==> src/rtl/bcd_pkg.sv <==
// Shared BCD definitions: digit width, digit limit, converter state encoding
// and a nibble validity helper.
package bcd_pkg;

   localparam int unsigned BCD_DIGIT_W = 4;
   localparam logic [BCD_DIGIT_W-1:0] BCD_MAX_DIGIT = 4'd9;

   // Reverse double-dabble correction: a nibble that reaches 8 after a right
   // shift held 16+ before it, so it must lose 3 to stay a decimal weight.
   localparam logic [BCD_DIGIT_W-1:0] BCD_ADJ_THRESH = 4'd8;
   localparam logic [BCD_DIGIT_W-1:0] BCD_ADJ_SUB    = 4'd3;

   typedef enum logic [1:0] {
      StIdle  = 2'd0,
      StShift = 2'd1,
      StDone  = 2'd2
   } bcd_state_t;

   function automatic logic bcd_valid(input logic [BCD_DIGIT_W-1:0] nibble);
      return nibble <= BCD_MAX_DIGIT;
   endfunction

endpackage

==> src/rtl/bcd_digit_adjust.sv <==
// Per-digit correction for reverse double-dabble: subtract 3 from a nibble
// that is 8 or more.
module bcd_digit_adjust
   import bcd_pkg::*;
(
   input  logic [BCD_DIGIT_W-1:0] digit_i,
   output logic [BCD_DIGIT_W-1:0] digit_o
);

   // Conditional -3 correction.
   always_comb begin
      digit_o = digit_i;
      if (digit_i >= BCD_ADJ_THRESH) begin
         digit_o = digit_i - BCD_ADJ_SUB;
      end
   end

endmodule

==> src/rtl/bcd_to_bin.sv <==
// Sequential BCD-to-binary converter: reverse double-dabble, one result bit
// per clock, with a start/busy/done handshake.
module bcd_to_bin
   import bcd_pkg::*;
#(
   parameter int unsigned DIGITS = 2,
   parameter int unsigned BIN_W  = 7
) (
   input  logic                          clk,
   input  logic                          reset,
   input  logic                          start,
   input  logic [DIGITS*BCD_DIGIT_W-1:0] bcd_in,
   output logic                          busy,
   output logic                          done,
   output logic [BIN_W-1:0]              bin_out,
   output logic                          err
);

   localparam int unsigned BCD_W = DIGITS * BCD_DIGIT_W;
   localparam int unsigned CNT_W = $clog2(BIN_W + 1);
   localparam logic [CNT_W-1:0] LAST_CNT = CNT_W'(BIN_W - 1);

   bcd_state_t         state_q, state_d;
   logic [BCD_W-1:0]   bcd_q, bcd_d;
   logic [BIN_W-1:0]   bin_q, bin_d;
   logic [CNT_W-1:0]   cnt_q, cnt_d;
   logic [BIN_W-1:0]   bin_out_q, bin_out_d;
   logic               err_q, err_d;

   logic [BCD_W+BIN_W-1:0] shifted;
   logic [BCD_W-1:0]       bcd_adj;
   logic                   in_ok;

   assign shifted = {bcd_q, bin_q} >> 1;

   for (genvar g = 0; g < DIGITS; g++) begin : g_adj
      bcd_digit_adjust u_adj (
         .digit_i (shifted[BIN_W + g*BCD_DIGIT_W +: BCD_DIGIT_W]),
         .digit_o (bcd_adj[g*BCD_DIGIT_W +: BCD_DIGIT_W])
      );
   end

   // Flag the incoming word as valid only if every nibble is a decimal digit.
   always_comb begin
      in_ok = 1'b1;
      for (int unsigned i = 0; i < DIGITS; i++) begin
         if (!bcd_valid(bcd_in[i*BCD_DIGIT_W +: BCD_DIGIT_W])) begin
            in_ok = 1'b0;
         end
      end
   end

   // Next-state logic; DONE accepts start exactly like IDLE for back-to-back use.
   always_comb begin
      state_d   = state_q;
      bcd_d     = bcd_q;
      bin_d     = bin_q;
      cnt_d     = cnt_q;
      bin_out_d = bin_out_q;
      err_d     = err_q;
      unique case (state_q)
         StIdle, StDone: begin
            if (start) begin
               bcd_d = bcd_in;
               bin_d = '0;
               cnt_d = '0;
               if (!in_ok) begin
                  state_d   = StDone;
                  err_d     = 1'b1;
                  bin_out_d = '0;
               end else begin
                  state_d = StShift;
                  err_d   = 1'b0;
               end
            end else if (state_q == StDone) begin
               state_d = StIdle;
            end
         end
         StShift: begin
            bcd_d = bcd_adj;
            bin_d = shifted[BIN_W-1:0];
            cnt_d = cnt_q + CNT_W'(1);
            if (cnt_q == LAST_CNT) begin
               state_d   = StDone;
               bin_out_d = shifted[BIN_W-1:0];
            end
         end
         default: state_d = StIdle;
      endcase
   end

   // State and datapath registers with asynchronous active-low reset.
   always_ff @(posedge clk or negedge reset) begin
      if (!reset) begin
         state_q   <= StIdle;
         bcd_q     <= '0;
         bin_q     <= '0;
         cnt_q     <= '0;
         bin_out_q <= '0;
         err_q     <= 1'b0;
      end else begin
         state_q   <= state_d;
         bcd_q     <= bcd_d;
         bin_q     <= bin_d;
         cnt_q     <= cnt_d;
         bin_out_q <= bin_out_d;
         err_q     <= err_d;
      end
   end

   assign busy    = (state_q == StShift);
   assign done    = (state_q == StDone);
   assign bin_out = bin_out_q;
   assign err     = err_q;

endmodule

==> config.mk <==
export PLATFORM = sky130hd
export DESIGN_NAME = bcd_to_bin
export DESIGN_NICKNAME = d
export VERILOG_FILES = /design/src/rtl/bcd_pkg.sv /design/src/rtl/bcd_digit_adjust.sv /design/src/rtl/bcd_to_bin.sv
export SDC_FILE = /design/constraint.sdc
export NUM_CORES = 1
export LEC_CHECK = 0
export CAP_MARGIN = 15
export CELL_PAD_IN_SITES_DETAIL_PLACEMENT = 1
export CELL_PAD_IN_SITES_GLOBAL_PLACEMENT = 1
export CORE_MARGIN = 2
export CORE_UTILIZATION = 43
export DETAILED_ROUTE_END_ITERATION = 8
export PLACE_DENSITY = 0.85
export SLEW_MARGIN = 20
export SYNTH_ARGS = -nofsm -noshare
export SYNTH_HDL_FRONTEND = slang
export SYNTH_SLANG_ARGS = --single-unit
==> constraint.sdc <==
create_clock -name clk -period 3.7 [get_ports clk]
set_clock_uncertainty 0.2 [all_clocks]
set_input_delay 0.555 -clock clk [delete_from_list [all_inputs] [get_ports clk]]
set_output_delay 0.555 -clock clk [all_outputs]
set_load 0.01 [all_outputs]
==> results of run 1 <==
## metal layers
layer,GRT usage,vias to the layer above
li1,-,431
met1,0.258,466
met2,0.304,11
met3,0.0204,2
met4,0.0399,0
met5,0,-
## flip-flops by register name, summed over array words and instances (netlist names)
register / flops
cnt_q: 3
err: 1
state_q: 2
bcd_q: 8
bin_out: 7
bin_q: 6
## logic make-up after synthesis
group,count (synthesis),synth area share
compound gates,28,0.183
xor+xnor,3,0.0216
fa+ha+maj,4,0.0411
buf+inv,8,0.0308
flops,27,0.555
mux,2,0.0164
simple gates,39,0.152
## critical path: stages, from the launching register on
cell and delay (ns):
dfrtp_1 0.42, nand2b_2 0.33, inv_2 0.28, clkdlybuf4s50_1 0.59
## worst min-delay path by stage
stage              from         end  slack, ns  depth (start not counted)
2_1_floorplan     reset    bcd_q[0]       0.06                          0
3_3_place_gp        err         err       0.27                          1
3_5_place_dp   bin_q[1]  bin_out[0]       0.29                          1
4_1_cts             err         err       0.33                          1
5_1_grt             err         err       0.37                          1
6_report            err         err       0.32                          1
## cell type report
type | count | area (um2) | area share
Multi-Input combinational cell | 76 | 504 | 0.343
Inverter | 4 | 15.0 | 0.0102
Clock inverter | 1 | 7.51 | 0.00510
Tap cell | 31 | 38.8 | 0.0264
Timing Repair Buffer | 21 | 208 | 0.141
Sequential cell | 27 | 676 | 0.459
Clock buffer | 3 | 22.5 | 0.0153
## power breakdown
group / total, uW / switching (uW) / internal, uW
clock network: 132 / 90.5 / 41.3
registers: 490 / 96.4 / 394
logic: 373 / 203 / 170
## stage by stage
step / cells / util / worst slack (ns)
2_1_floorplan: 111 / - / 2.12
3_3_place_gp: 159 / 0.527 / 1.42
3_5_place_dp: 159 / 0.527 / 1.39
4_1_cts: 163 / 0.538 / 0.998
5_1_grt: 163 / 0.538 / 0.895
6_report: 163 / 0.538 / 1.00
## cells in the final DEF, fill, tap and decap left out, types with 2 or more instances in the layout
cell type / Yosys / layout
a22o_1: 6 / 6
a31oi_1: 3 / 3
clkbuf_4: 0 / 3
clkdlybuf4s50_1: 0 / 20
dfrtp_1: 27 / 27
ha_1: 4 / 4
inv_1: 3 / 3
mux2i_1: 2 / 2
nand2_1: 19 / 19
nand2b_1: 2 / 2
nand3_1: 2 / 2
nor2_1: 6 / 6
nor2_2: 2 / 2
nor2b_1: 2 / 2
nor3_1: 2 / 2
o21ai_0: 3 / 3
o22ai_1: 3 / 3
o2bb2ai_1: 8 / 8
xor2_1: 2 / 2
==> results.md, run 1 <==
- Share of the synthesized area in the top cell type: 0.555
- CP max FO: 14
- Cell variety after synth: 30
- Synth area leaders: dfrtp_1, nand2_1, o2bb2ai_1
- Reg-to-Reg Start: state_q[0]
- TNS Setup: 0 ns
- 1st-pass router iterations: 4
- IO Pins: 21
- Seq/Total Area, Yosys: 0.555
- Die area: 0.00327 mm2
- Area Overhead vs Synth: 20.9%
- Num rows: 19
- RD Place Congestion: a little under 0.8
- RR Endpoint: bin_q[1]
- Drt total wl: 2610 um
- Crit path to: busy
- Post-DP HPWL: between 1500 and 2000 um
- Primary FF master, synth: dfrtp_1
- DIE WIDTH: 57.2 um
- R2R cell count: 4
- Finish-stage setup viols: 0
- LEAKAGE: approximately 0.00065 uW
- Hold_ws: about 0.32 ns
- Number of antenna diodes: 0
- Most frequent cell after synthesis: dfrtp_1
- Layout Nets: around 150
- Clock latency on the worst-skew pair: 0.32 ns
- WL met2: 1290 um
- Arr. time, crit path: 1.94 ns
- Post-CTS sizing: 0
- Reg2reg setup slack: 1.97 ns
- Cell area after synthesis: around 0.0012 mm2
- Status: finished clean
- Final period util: 0.729
- Largest net degree at the start of global routing: 28
- Hold Violations, Final: 0
- Slew Limit Headroom: 0.641
- Tot Pwr: 995 uW
- CP required: 2.94 ns
- Global-route wire length before repair: between 4000 and 5000 um
- Clock Pin Slew Worst Setup and Hold Paths: 0.15 ns
- List of most frequent post-synthesis cells: dfrtp_1, nand2_1, o2bb2ai_1
- Starting Density: 0.445
- Hold_buf cts: 0
- Antenna Nets Post-Route: 0
- Yosys warning count: 0
- RSZ-0062 raised after global routing: no
- Cell area after placement: 0.00144 mm2
- Yosys reg bits: 27
- Post-CTS Repair Setup Buffers: 0
- Max Cap Viol: 0
- CTS Buffer Depth: 2
- Vias in the first global route: between 900 and 1000
- Starting DRT DRC Count: 10
- CTS HTree Levels: 1
- Count of input and output buffers: 20
- Max-slew violations: 0
- TritonCTS clock tree: yes
- Hold Crit Class: register to register
- CTS Buf Count: 3
- Fmax: around 370 MHz
- Clock sinks: 27
- EDFF count, synth: 0
- Syn Nets: about 130
- Fillcell total: 300
- Via Count: 910
- Design area: 0.00147 mm2
- Final min period: 2.70 ns
- Die Height: 57.2 um
- WL per Instance: 16.0 um
- Top cell type by total area after synthesis: dfrtp_1
- Global router's overall resource usage: 0.182
- Grt total ovfl: 0
- PwrDens: 676 mW/mm2
- Timing startpoint of the critical path: state_q[1]
- Share of cells above drive strength 1: 0.0833
- Core area: 0.00273 mm2
- Post-synth ARST share: 1.00
- Pin slew with the least headroom to its limit: ~0.54 ns
- Drc violations: 0
- Peak supply drop: 416 uV
- Wire length on met1: approximately 1300 um
- WS Path Type: register to output pin
- Post-DR vias/cell: 5.58
- CP endpoint kind: output pin
- Root Buffer: clkbuf_4
- Syn_area_per_cell: 11.0 um2
- Cells after synthesis: 111
- Crit path launch type: register
- Initial antenna violation count: 0
- Top Metal Used: met4
- Met3 wire length: 48 um
(Power assumes the default switching activity.)
==> run 2, diff against run 1 <==
--- a/config.mk
+++ b/config.mk
@@ -9,9 +9,9 @@
 export CELL_PAD_IN_SITES_DETAIL_PLACEMENT = 1
 export CELL_PAD_IN_SITES_GLOBAL_PLACEMENT = 1
 export CORE_MARGIN = 2
-export CORE_UTILIZATION = 43
+export CORE_UTILIZATION = 36
 export DETAILED_ROUTE_END_ITERATION = 8
-export PLACE_DENSITY = 0.85
+export PLACE_DENSITY = 0.76
 export SLEW_MARGIN = 20
 export SYNTH_ARGS = -nofsm -noshare
 export SYNTH_HDL_FRONTEND = slang
==> constraint.sdc (replaced) <==
create_clock -name clk -period 2.3 [get_ports clk]
set_clock_uncertainty 0.2 [all_clocks]
set_input_delay 0.345 -clock clk [delete_from_list [all_inputs] [get_ports clk]]
set_output_delay 0.345 -clock clk [all_outputs]
set_load 0.01 [all_outputs]
==> run 2 against run 1 <==
Compared with the run above: combinational power grew 65%; count of clock-buffer cells in the layout is the same; worst hold slack got worse by 0.16 ns; wire length down 4.9%; clock power increased by 56%; critical endpoint unchanged; highest routed layer unchanged.
==> results.md, run 2 (synthesized netlist as in run 1, its figures left out) <==
- Net Sw Frac: 0.378
- Pin slew with the least headroom to its limit: 0.553 ns
- Root Buffer: clkbuf_4
- Share of cells above drive strength 1: 0.0970
- Finish-stage setup viols: 0
- Net Sw Power: between 600 and 700 uW
- Cell area after placement: about 0.0015 mm2
- Tot Pwr: 1600 uW
- Grt total ovfl: 0
- Starting Density: 0.371
- Final min period: 2.09 ns
- Final period util: 0.911
- Die Height: between 60 and 70 um
- TNS Setup: 0 ns
- Design area: 0.00150 mm2
- Hold Violations, Final: 0
- Post-CTS Repair Setup Buffers: 0
- Most frequent cells in the layout: dfrtp_1, clkdlybuf4s50_1, nand2_1
- Combinational share of power: 0.385
- Post-CTS sizing: 0
- Global router's overall resource usage: 0.145
- Initial antenna violation count: 0
- Peak supply drop: 367 uV
- WL per Instance: 13.8 um
- CP required: 1.75 ns
- Drc violations: 0
- Largest net degree at the start of global routing: 28
- Met3 wire length: 71 um
- Clock sinks: 27
- CTS Buffer Depth: 2
- Layout Nets: 150
- Biggest register: bcd_q
- Crit path launch type: register
- Die area: approximately 0.0039 mm2
- Status: finished clean
- DIE WIDTH: 62.2 um
- Wire length on met1: 1170 um
- Num rows: 21
- Fmax: 477 MHz
- RSZ-0062 raised after global routing: no
- Max Cap Viol: 0
- Clock Pin Slew Worst Setup and Hold Paths: 0.15 ns
- PwrDens: about 1100 mW/mm2
- Top Metal Used: met4
- Largest register FFs: 8
- Arr. time, crit path: roughly 1.6 ns
- Post-DP HPWL: 1860 um
- 1st-pass router iterations: 3
- Clock latency on the worst-skew pair: about 0.33 ns
- Via Count: 887
- Flop pwr share: 0.486
- Global-route wire length before repair: around 4500 um
- CP max FO: 4
- Drt total wl: 2480 um
- Max-slew violations: 0
- Post-DR vias/cell: 4.93
- Starting DRT DRC Count: 28
- RD Place Congestion: between 0.7 and 0.8
- Hold Crit Class: primary input to asynchronous set/reset pin
- Slew Limit Headroom: 0.628
- CTS HTree Levels: 1
- IO Pins: 21
- Number of antenna diodes: 0
- Core area: 0.00328 mm2
- Vias in the first global route: between 900 and 1000
- WL met2: 1200 um
- Commonest non-fill, non-tap cell in the layout: dfrtp_1
- Int Pwr: 993 uW
- CP endpoint kind: output pin
- CTS Buf Count: 3
- Antenna Nets Post-Route: 0
- WS Path Type: register to output pin
- Hold_buf cts: 0
- Clock power share: 0.129
- LEAKAGE: 0.000661 uW
- Count of input and output buffers: 20
- Area Overhead vs Synth: 23.4%
- TritonCTS clock tree: yes
-- run 2: cell types whose count changed in the layout (fill, tap and decap cells not counted) --
| cell | change |
|---|---|
| clkinv_2 | +1 |
| buf_4 | +2 |
| clkinvlp_4 | -1 |
-- run 2: worst paths after layout --
path / start / to / slack [ns] / cells past startpoint
max: state_q[1] / busy / 0.21 / 3
min: reset / bcd_q[1] / 0.16 / 2
max reg2reg: state_q[0] / bin_q[3] / 0.68 / 3
min reg2reg: bin_q[1] / bin_out[0] / 0.31 / 1
max in group asynchronous: reset / bin_out[5] / 1.47 / 2
min in group clk: bin_q[1] / bin_out[0] / 0.31 / 1
-- run 2: cell type report --
class / instances / area [um2]
clock inverter: 1 / 5.00
clock buffer: 3 / 22.5
tap: 46 / 57.6
fill: 370 / 1780
sequential: 27 / 676
inverter: 4 / 15.0
multi-input combinational: 76 / 504
timing repair buffer: 23 / 223
-- run 2: power by group through the flow --
stage                     clock network [uW]  registers (uW)  logic, uW
after detailed placement                   0             790        631
after CTS                                217             780        632
after global placement                     0             785        602
final                                    206             776        615
after floorplan                            0             756        442
after global routing                     236             808        706
-- run 2: routing by layer --
metal,vias to the layer above,global-route usage
met5,-,0
met4,0,0.0500
met3,4,0.0236
met2,13,0.247
met1,433,0.189
li1,437,-
-- run 2: worst max-delay path: stages, from the launching register on --
cell	delay [ns]
dfrtp_1	0.43
nand2b_2	0.21
inv_2	0.06
clkdlybuf4s50_1	0.53
-- run 2: stage by stage --
| step | setup WS, ns | utilization | hold WS [ns] | std cells |
|---|---|---|---|---|
| after floorplan | 0.933 | - | -0.151 | 111 |
| after global placement | 0.350 | 0.449 | 0.280 | 176 |
| after detailed placement | 0.315 | 0.449 | 0.289 | 176 |
| after CTS | 0.168 | 0.458 | 0.173 | 180 |
| after global routing | 0.0861 | 0.458 | 0.181 | 180 |
| final | 0.206 | 0.458 | 0.162 | 180 |
